[src/rtl/or16way_arbiter.sv]
// or16way_arbiter: round-robin sharing of one 16-way OR reducer among four requesters
//   clk, rst_n             : clock, asynchronous active-low reset
//   req_valid/req_data     : per-requester operand and valid
//   req_ready              : one-hot grant, only in IDLE
//   resp_valid/resp_ready  : response handshake
//   resp_out/resp_id       : OR result and the requester that produced it
module my_or16way (
    input  logic [15:0] i_a,
    output logic        o_y
);
    assign o_y = |i_a;
endmodule

module or16way_arbiter #(
    parameter int NREQ = 4
) (
    input  logic                  clk,
    input  logic                  rst_n,
    input  logic [NREQ-1:0]       req_valid,
    input  logic [NREQ-1:0][15:0] req_data,
    output logic [NREQ-1:0]       req_ready,
    output logic                  resp_valid,
    input  logic                  resp_ready,
    output logic                  resp_out,
    output logic [1:0]            resp_id
);
    typedef enum logic [1:0] {IDLE, EVAL, RESP} state_t;

    state_t      r_state, w_next;
    logic [1:0]  r_ptr, r_id, w_win;
    logic [15:0] r_opnd;
    logic        r_res, w_any, w_accept, w_or;

    my_or16way u_or (.i_a(r_opnd), .o_y(w_or));

    // Scan from the highest offset down so the requester closest to ptr wins.
    always_comb begin
        w_win = r_ptr;
        for (int k = NREQ - 1; k >= 0; k--)
            if (req_valid[r_ptr + 2'(k)]) w_win = r_ptr + 2'(k);
    end

    assign w_any      = |req_valid;
    assign w_accept   = (r_state == IDLE) && w_any;
    assign req_ready  = w_accept ? NREQ'(1) << w_win : '0;
    assign resp_valid = r_state == RESP;
    assign resp_out   = r_res;
    assign resp_id    = r_id;

    always_comb begin
        w_next = r_state;
        case (r_state)
            IDLE:    w_next = w_any ? EVAL : IDLE;
            EVAL:    w_next = RESP;
            RESP:    w_next = resp_ready ? IDLE : RESP;
            default: w_next = IDLE;
        endcase
    end

    always_ff @(posedge clk or negedge rst_n) begin
        if (!rst_n) begin
            r_state <= IDLE;
            r_ptr   <= '0;
            r_opnd  <= '0;
            r_id    <= '0;
            r_res   <= 1'b0;
        end else begin
            r_state <= w_next;
            if (w_accept) begin
                r_opnd <= req_data[w_win];
                r_id   <= w_win;
                r_ptr  <= w_win + 2'd1;
            end
            if (r_state == EVAL) r_res <= w_or;
        end
    end
endmodule

[config.mk]
export PLATFORM = sky130hd
export DESIGN_NAME = or16way_arbiter
export DESIGN_NICKNAME = d
export VERILOG_FILES = /design/src/rtl/or16way_arbiter.sv
export SDC_FILE = /design/constraint.sdc
export NUM_CORES = 1
export LEC_CHECK = 0
export BUFFER_PORTS_ARGS = -buffer_cell sky130_fd_sc_hd__buf_2
export CORE_AREA = 3 3 75 56
export DETAILED_ROUTE_END_ITERATION = 10
export DIE_AREA = 0 0 78 59
export HOLD_SLACK_MARGIN = 0.08
export PLACE_DENSITY = 0.77
export SLEW_MARGIN = 20
export SYNTH_ARGS = -nofsm -noshare
export SYNTH_HDL_FRONTEND = slang
export SYNTH_SLANG_ARGS = --single-unit
[constraint.sdc]
create_clock -name clk -period 3.05 [get_ports clk]
set_clock_uncertainty 0.1 [all_clocks]
set_input_delay 0.1525 -clock clk [delete_from_list [all_inputs] [get_ports clk]]
set_output_delay 0.1525 -clock clk [all_outputs]
set_load 0.005 [all_outputs]
==> results.md <==
- Routed Wire Length: ~4400 um
- Reg2reg end: r_opnd[7]$_DFFE_PN0P_
- Maximum vdd drop: 423 uV
- Die width: 78 um
- Status: completed
- CTS H-tree lvls: 1
- WS Path Type: flop to output pin
- Slew margin rel.: between 40% and 50%
- Row cnt: 18
- CTS tree: yes
- Top_reg_cell synth: dfrtp_1
- GRT overflow: 0
- Min cycle time layout: ~2600 ps
- Worst setup margin: 472 ps
- Multi-input logic area: 940 sq um
- Hold WS: 133 ps
- Post-synth EDFFs: 0
- Dpl hpwl: roughly 3400 um
- Clk root buf: clkbuf_8
- Worst Max-Slew Pin Slew: 784 ps
- Critical path launch point type: flop
- Clk pin slew, worst setup/hold paths: around 80 ps
- Final Core Density: 58.3%
- Register area: 576 sq um
- # port buffers: between 70 and 80
- DR vias: 1584
- Netlist Area Pre-Place: 1580 sq um
- Routed len/inst: 15.6 um
- GPL Wtd Cong: 0.805
- Pwr/cell area: 833 nW/um^2
- FMAX: 388 MHz
- Post-synth ARST share: 100%
- Largest net degree at the start of global routing: 24
- Setup Fix Bufs, Post-CTS: 0
- Global-route wire length before repair: just over 7000 um
- Syn Nets: ~230
- Clock Tree Buf Depth: 2
- Die area: 4600 sq um
- Yosys reg bits: 23
- Synth Instances: 158
- Initial Utilization: 45.1%
- DP Worst Slack: 539 ps
- Layout cells sized above 1: 44.0%
- Final max-slew violation count: 0
- Via/cell ratio: 5.62
- Core area: around 3500 sq um
- Vias in the first global route: 1547
- Die Span Y: 59 um
- Final setup violation count: 0
- Clock sink total: 23
- Max_cap viols: 0
- Hold crit path type: input pin to flop
- Total CTS buffers: 3
- Initial DRC count: 94
- Worst setup path end: req_ready[3]
- Worst R2R Setup Slack: 540 ps
- Warnings, synthesis: 0
- # fillers: 327
- Final-stage net count: 304
- Netlist cell types: 41
- Crit path launch: r_ptr[1]$_DFFE_PN0P_
- Required time worst endpoint: 2800 ps
- CP Max Fanout: 16
- Setup TNS: 0 ps
- Average size of a mapped cell: 10.0 sq um
- Ports: 79
- N_diodes: 0
- Post-route ant nets: 0
- CP Capture Type: output pin
- Fin. Hold Viols: 0
- Area Overhead vs Synth: 29.3%
- Antenna violations before repair: 0
- Leakage: 0.979 nW
- FF-to-FF Start: r_ptr[1]$_DFFE_PN0P_
- Total power: 1.71 mW
- GR Util All Layers: 19.8%
- Worst Reg-to-Reg Cells: 5
- Drt pass-1 iters: 5
- Worst Path Arrival: 2330 ps
- Worst skew pair latency: 260 ps
- Final Cycle Share: 84.5%
- Post-synthesis sequential area ratio: between 30% and 40%
- DRC viols: 0
- RSZ-0062 raised after global routing: no
how the worst min path moves through the flow:
| stage | from | end | slack [ps] | cells past startpoint |
|---|---|---|---|---|
| floorplan | rst_n | r_opnd[0]$_DFFE_PN0P_ | -240 | 0 |
| global placement | rst_n | r_opnd[11]$_DFFE_PN0P_ | 50 | 1 |
| detailed placement | rst_n | r_opnd[8]$_DFFE_PN0P_ | 50 | 1 |
| CTS | req_data[25] | r_opnd[9]$_DFFE_PN0P_ | 140 | 3 |
| global route | req_data[30] | r_opnd[14]$_DFFE_PN0P_ | 140 | 3 |
| finish | req_data[25] | r_opnd[9]$_DFFE_PN0P_ | 130 | 3 |
power breakdown:
group          leakage, nW  switching, mW  total, mW  internal, mW
clock               0.0228         0.0925      0.186        0.0931
sequential           0.281          0.111      0.571         0.460
combinational        0.675          0.508      0.951         0.443
total                0.979          0.711       1.71         0.996
kinds of logic (layout without fill, tap and decap cells):
logic type | after synthesis | count (layout) | share of synthesized area [%]
AO/OA/AOI/OAI | 62 | 62 | 29.9
XOR/XNOR | 1 | 1 | 0.553
buffers and inverters | 13 | 87 | 4.34
flip-flops | 23 | 23 | 36.3
multiplexers | 16 | 16 | 13.2
AND/OR/NAND/NOR | 43 | 43 | 15.6
cells in the mapped netlist, drive strengths merged (2+ instances only):
cell type | instances | area, sq um
a2111oi | 2 | 42.5
a21o | 2 | 15.0
a21oi | 15 | 75.1
a221o | 15 | 150
buf | 6 | 42.5
clkbuf | 5 | 18.8
dfrtp | 23 | 576
inv | 2 | 7.50
mux2 | 15 | 199
nand2 | 3 | 18.8
nand2b | 2 | 12.5
nand3 | 15 | 75.1
nor2 | 9 | 41.3
nor2b | 4 | 32.5
nor3 | 3 | 20.0
nor4 | 4 | 25.0
o21a | 2 | 15.0
o21ai | 19 | 98.9
per-stage QoR:
step,cell area (sq um),std cells
floorplan,1580,158
global placement,1980,276
detailed placement,1980,276
CTS,2050,282
global route,2050,282
finish,2050,282
critical path, cell delays in order, from the launching register on:
cell	delay [ps]
dfrtp_1	470
nor2b_4	180
a2111oi_4	760
nor2_1	290
nor3_1	230
buf_2	140
per-layer routing:
layer | up-vias | wire length [um] | GRT usage, %
met3 | 4 | 410 | 5.32
met2 | 96 | 1860 | 29.1
met1 | 720 | 2100 | 29.4
met5 | - | 0 | 0
li1 | 764 | - | -
met4 | 0 | 34 | 3.99
layout make-up:
cell class	count	share of cell area, %
inverter	2	0.367
multi-input combinational	122	45.9
clock buffer	4	2.20
tap	50	3.05
timing repair buffer	81	20.4
sequential	23	28.1
registers in the layout (all words and copies together), names as in the netlist:
signal	count
r_ptr	2
resp_out	1
resp_id	2
r_state	2
r_opnd	16
placed cells by master (no fill, tap or decap), types with 3 or more instances in the layout:
cell,netlist,layout
a21oi_1,15,15
a221o_1,15,15
buf_2,4,78
clkbuf_8,0,3
dfrtp_1,23,23
mux2_1,5,5
mux2_4,8,8
nand3_1,15,15
nor2_1,8,8
nor2b_1,3,3
nor4_1,4,4
o21ai_0,16,16
timing repair:
item	4_1_cts	5_1_grt
gates resized for setup	0	0
hold buffers	2	0
endpoints found under the hold margin	24	0
(Power assumes the default switching activity.)
